<file path="src/rtl/ascon_perm_ctrl_if.sv">
// Requester-side handshake between the AEAD/hash mode FSM and the ASCON permutation controller.
// The mode FSM drives through the master modport; the controller receives through slave.
interface ascon_perm_ctrl_if #(
    parameter int STATE_W = 320
);
    logic               start;
    logic [3:0]         rounds;
    logic               abort;
    logic [STATE_W-1:0] state_in;
    logic               ready;
    logic               busy;
    logic               done;
    logic [STATE_W-1:0] state_out;

    modport master (
        output start, rounds, abort, state_in,
        input  ready, busy, done, state_out
    );

    modport slave (
        input  start, rounds, abort, state_in,
        output ready, busy, done, state_out
    );
endinterface

</file>
<file path="src/rtl/ascon_perm_ctrl.sv">
// ASCON p^a sequencer: owns the 320-bit state and steps an external
// combinational round datapath one round per clock.
module ascon_perm_ctrl #(
    parameter int STATE_W = 320
) (
    input  logic               clk,
    input  logic               rst,
    ascon_perm_ctrl_if.slave   req,
    output logic [3:0]         round_a,
    output logic [3:0]         round_i,
    output logic [STATE_W-1:0] round_state,
    input  logic [STATE_W-1:0] round_result
);

    typedef enum logic [1:0] {
        IDLE = 2'd0,
        RUN  = 2'd1,
        DONE = 2'd2
    } fsm_t;

    fsm_t               fsm_q;
    fsm_t               fsm_d;
    logic [STATE_W-1:0] state_reg;
    logic [3:0]         a_reg;
    logic [3:0]         i_reg;
    logic               done_q;
    logic               accept;
    logic               last_round;

    assign last_round = (i_reg == (a_reg - 4'd1));

    always_comb begin
        fsm_d  = fsm_q;
        accept = 1'b0;
        case (fsm_q)
            IDLE, DONE: begin
                if (req.start) begin
                    accept = 1'b1;
                    fsm_d  = RUN;
                end
            end
            RUN: begin
                // abort outranks completion, so a cancelled last round never pulses done
                if (req.abort) begin
                    fsm_d = IDLE;
                end else if (last_round) begin
                    fsm_d = DONE;
                end
            end
            default: fsm_d = IDLE;
        endcase
    end

    always_ff @(posedge clk or posedge rst) begin
        if (rst) begin
            fsm_q  <= IDLE;
            done_q <= 1'b0;
        end else begin
            fsm_q  <= fsm_d;
            done_q <= (fsm_q == RUN) && (fsm_d == DONE);
        end
    end

    always_ff @(posedge clk or posedge rst) begin
        if (rst) begin
            state_reg <= '0;
            a_reg     <= 4'd12;
            i_reg     <= 4'd0;
        end else if (accept) begin
            state_reg <= req.state_in;
            a_reg     <= (req.rounds == 4'd6) ? 4'd6 : 4'd12;
            i_reg     <= 4'd0;
        end else if (fsm_q == RUN) begin
            if (req.abort) begin
                i_reg <= 4'd0;
            end else begin
                state_reg <= round_result;
                // index parks on the last round so 12 - a + i stays within 0..11
                if (!last_round) begin
                    i_reg <= i_reg + 4'd1;
                end
            end
        end
    end

    assign req.ready     = (fsm_q != RUN);
    assign req.busy      = (fsm_q == RUN);
    assign req.done      = done_q;
    assign req.state_out = state_reg;
    assign round_state   = state_reg;
    assign round_a       = a_reg;
    assign round_i       = i_reg;

endmodule

</file>
<file path="src/flat_wrapper.sv">
// flat-port wrapper written by rule: the top's interface ports become plain ports
module ascon_perm_ctrl_flat 
#(
    parameter int STATE_W = 320
)
  (clk, rst, round_a, round_i, round_state, round_result, req_start, req_rounds, req_abort, req_state_in, req_ready, req_busy, req_done, req_state_out);
  ascon_perm_ctrl_if #(.STATE_W(STATE_W)) req_i ();
  input  logic clk;
  input  logic rst;
  output logic [3:0] round_a;
  output logic [3:0] round_i;
  output logic [STATE_W-1:0] round_state;
  input  logic [STATE_W-1:0] round_result;
  input wire logic [$bits(req_i.start)-1:0] req_start;
  input wire logic [$bits(req_i.rounds)-1:0] req_rounds;
  input wire logic [$bits(req_i.abort)-1:0] req_abort;
  input wire logic [$bits(req_i.state_in)-1:0] req_state_in;
  output wire logic [$bits(req_i.ready)-1:0] req_ready;
  output wire logic [$bits(req_i.busy)-1:0] req_busy;
  output wire logic [$bits(req_i.done)-1:0] req_done;
  output wire logic [$bits(req_i.state_out)-1:0] req_state_out;
  assign req_i.start = req_start;
  assign req_i.rounds = req_rounds;
  assign req_i.abort = req_abort;
  assign req_i.state_in = req_state_in;
  assign req_ready = req_i.ready;
  assign req_busy = req_i.busy;
  assign req_done = req_i.done;
  assign req_state_out = req_i.state_out;
  ascon_perm_ctrl #(.STATE_W(STATE_W)) u_core (.clk(clk), .rst(rst), .req(req_i), .round_a(round_a), .round_i(round_i), .round_state(round_state), .round_result(round_result));
endmodule
</file>
<file path="config.mk">
export PLATFORM = sky130hd
export DESIGN_NAME = ascon_perm_ctrl_flat
export DESIGN_NICKNAME = d
export VERILOG_FILES = /design/src/rtl/ascon_perm_ctrl_if.sv /design/src/rtl/ascon_perm_ctrl.sv /design/src/flat_wrapper.sv
export SDC_FILE = /design/constraint.sdc
export NUM_CORES = 1
export LEC_CHECK = 0
export ABC_AREA = 1
export CAP_MARGIN = 20
export CORE_AREA = 2 2 508 510
export CTS_BUF_LIST = sky130_fd_sc_hd__clkbuf_4 sky130_fd_sc_hd__clkbuf_8
export DETAILED_ROUTE_END_ITERATION = 10
export DIE_AREA = 0 0 510 512
export MAX_ROUTING_LAYER = met4
export SLEW_MARGIN = 20
export SYNTH_ARGS = -nofsm -noshare
export SYNTH_HDL_FRONTEND = slang
export SYNTH_SLANG_ARGS = --single-unit
export TNS_END_PERCENT = 100
</file>
<file path="constraint.sdc">
create_clock -name clk -period 28.6 [get_ports clk]
set_clock_uncertainty 0.05 [all_clocks]
set_input_delay 2.86 -clock clk [delete_from_list [all_inputs] [get_ports clk]]
set_output_delay 2.86 -clock clk [all_outputs]
set_load 0.02 [all_outputs]
</file>
==> results.json <==
{
  "grt_max_degree": 206,
  "antenna_left": 0,
  "cts_buffers": 77,
  "slew_violations": 0,
  "synth_compound_area_frac": 0.1164,
  "gp_congestion": 0.9548,
  "wl_mm": 258.4,
  "cell_internal_pwr_mw": 1.505,
  "synth_area_um2": 17390,
  "dieArea_um2": 261100,
  "ys_async_sr_fraction": 1.000,
  "yosys.area.top_type": "dfrtp_1",
  "arrival_ps": 6370,
  "path_class": "in2reg",
  "p_comb_frac": 0.534,
  "slew_headroom": 0.2376,
  "path_max_fanout": 112,
  "synth_cells": 2132,
  "multi_input_area_um2": 5859,
  "root_buffer": "clkbuf_8",
  "dr.pass1.iters": 7,
  "start_util": 0.06798,
  "status": "complete, no violations",
  "vias": 21114,
  "dp_hpwl_mm": 233.9,
  "yosys-top-cells-area": "dfrtp_1, nand2_1, buf_4",
  "clk_path_buf_depth": 3,
  "cts_resized": 0,
  "postSynthAreaPerCell_um2": 8.155,
  "postCtsHoldBufs": 0,
  "port_buffers": 1296,
  "power_frac_clock": 0.220,
  "grt_setup_unrepaired": "false",
  "setup-tns-final_ps": 0,
  "setup_violations": 0,
  "drive_gt1_frac": 0.05103,
  "grt_pass1_wl_mm": 304.1,
  "synth_fp_nets": 2781,
  "synth_warnings": 0,
  "wl_per_cell_um": 38.63,
  "crit_path_end": "u_core.req.state_out[31]",
  "seq_area_frac_synth": 0.4736,
  "finalHoldViolCount": 0,
  "vdd.ir_drop.worst_uv": 37.98,
  "fmax_mhz": 173.0,
  "synth_edf_count": 0,
  "hold_path.class": "reg2reg",
  "cts_max_level": 3,
  "synth_flop_cell": "dfrtp_1",
  "yosysTopAreaCellShare": 0.4721,
  "synthToLayoutAreaGrowth_pct": 94.01,
  "antenna_found_initial": 324,
  "place_ws_ps": 22000,
  "timing.rr.start": "u_core.fsm_q[0]",
  "dpl_cell_area_um2": 31530,
  "chipWidth_um": 510,
  "required_ps": 29190,
  "p_per_area_nw_per_um2": 87.67,
  "reg2reg_slack_ps": 25020,
  "end_kind": "register",
  "synth_fa_ha_area_frac": 0.0007196,
  "worst_pin_slew_ps": 1144,
  "critPathLaunchType": "input pin",
  "routed_via_density": 3.157,
  "worst_slack_ps": 22820,
  "yosys.area_share.simple": 0.2184,
  "synth_top_family_by_area": "simple AND/OR/NAND/NOR gates",
  "die_y_um": 512,
  "r2r-end": "u_core.req.state_out[31]",
  "power.switching_mw": 1.453,
  "drc": 0,
  "synth_xor_area_frac": 0.0005037,
  "p_sw_frac": 0.4913,
  "synth.mux.area_fraction": 0,
  "grt_overflow": 0,
  "cts_setup_buffers": 0,
  "total_power_mw": 2.957,
  "ys_ff_latch": 329,
  "ios": 1299,
  "finish.instance_area_um2": 33730,
  "grt_use_total": 0.1968,
  "n_fill_cell": 29000,
  "first_iter_violations": 1721,
  "yosysMostFrequentCell": "nand2_1",
  "core-area_um2": 255800,
  "seq_area_um2": 8234,
  "finalCriticalPeriod_ps": 5781,
  "cts.clk_slew.worst_paths_ps": 50,
  "fp-row-count": 186,
  "numClockSinks": 329,
  "leakage_nw": 12.38,
  "p_seq_frac": 0.246,
  "nets": 3709,
  "insertion_delay_ps": 760,
  "rr_worst_depth": 7,
  "drv_cap": 0,
  "post-route-period-util": 0.2021,
  "grt_pass1_vias": 20387,
  "cp-startpoint": "req_start",
  "cts_tree": "done",
  "yosysUniqueCellTypes": 23,
  "ys_top_cells_by_count": "nand2_1, dfrtp_1, nor2_1"
}
[state kept, by name (all words and copies together) (netlist names)]
name,cells
u_core.req.done,1
u_core.round_a,2
u_core.req.state_out,320
u_core.fsm_q,2
u_core.round_i,4
[worst min path at each step]
stage	from	endpoint	slack, ps	cells after the start
2_1_floorplan	u_core.fsm_q[1]	u_core.fsm_q[1]	490	2
3_3_place_gp	u_core.round_a[3]	u_core.round_a[3]	500	1
3_5_place_dp	u_core.req.state_out[204]	u_core.req.state_out[204]	520	2
4_1_cts	u_core.req.state_out[204]	u_core.req.state_out[204]	520	2
5_1_grt	u_core.round_a[3]	u_core.round_a[3]	540	1
6_report	u_core.req.state_out[204]	u_core.req.state_out[204]	520	2
[area by class of cell]
class                   instances  share of cell area
diodes                        189             0.01402
clock buffers                 109             0.04243
clock inverters                26            0.008680
inverters                      13            0.001892
multi-input cells            1327              0.1737
flip-flops and latches        329              0.2441
well taps                    3384              0.1255
repair buffers               1312              0.3896
[power groups by stage]
stage	sequential, mW	clock, mW	combinational, mW
6_report	0.727	0.652	1.58
5_1_grt	0.745	0.687	1.66
4_1_cts	0.731	0.678	1.62
3_5_place_dp	0.735	0	1.61
3_3_place_gp	0.725	0	1.61
2_1_floorplan	0.828	0	0.540
[stage by stage]
step           hold WS (ps)  instances    util
6_report              521.2       6689  0.1319
5_1_grt               539.8       6671  0.1317
4_1_cts               522.4       6500  0.1300
3_5_place_dp          515.4       6365  0.1233
3_3_place_gp          503.2       6365  0.1233
2_1_floorplan         486.8       2132       -
[per-layer routing]
metal  global-route usage  vias to the layer above  part of all wire
met1               0.1966                    10046              0.35
met5                    -                        -                 0
li1                     -                     8874                 -
met3               0.1782                      428              0.21
met2               0.2698                     1766              0.40
met4              0.06768                        0             0.040
[layout by cell type (no fill, tap or decap)]
cell             netlist  layout
a31oi_1              320     320
buf_12                 0       4
buf_4                322      12
bufinv_16              0       5
clkbuf_4               0      11
clkbuf_8               0      98
clkdlybuf4s50_1        0    1296
clkinv_2               0      11
clkinv_8               0       1
clkinvlp_4             0       6
conb_1                 2       2
dfrtp_1              328     328
dfstp_2                1       1
diode_2                0     189
ha_1                   1       1
inv_1                 11      10
inv_2                  2       1
inv_6                  0       3
inv_8                  0       2
nand2_1              656     656
nand2_2                1       1
nand2_8                0       1
nand3_1                8       8
nand4_1                5       5
nor2_1               326     326
nor2_4                 2       2
o21a_1                 1       1
o21ai_0                3       3
xnor2_1                1       1
[critical path, cell delays in order]
cell	delay, ps
clkdlybuf4s50_1	490
inv_2	60
nor2_4	150
inv_8	140
nand2_8	530
buf_4	720
buf_4	850
nor2_1	110
a31oi_1	190
[cell families after synthesis]
group / count (synthesis)
simple gates: 999
buf+inv: 476
flops: 329
compound gates: 324
other cells: 2
xor+xnor: 1
fa+ha+maj: 1
(Power assumes the default switching activity.)
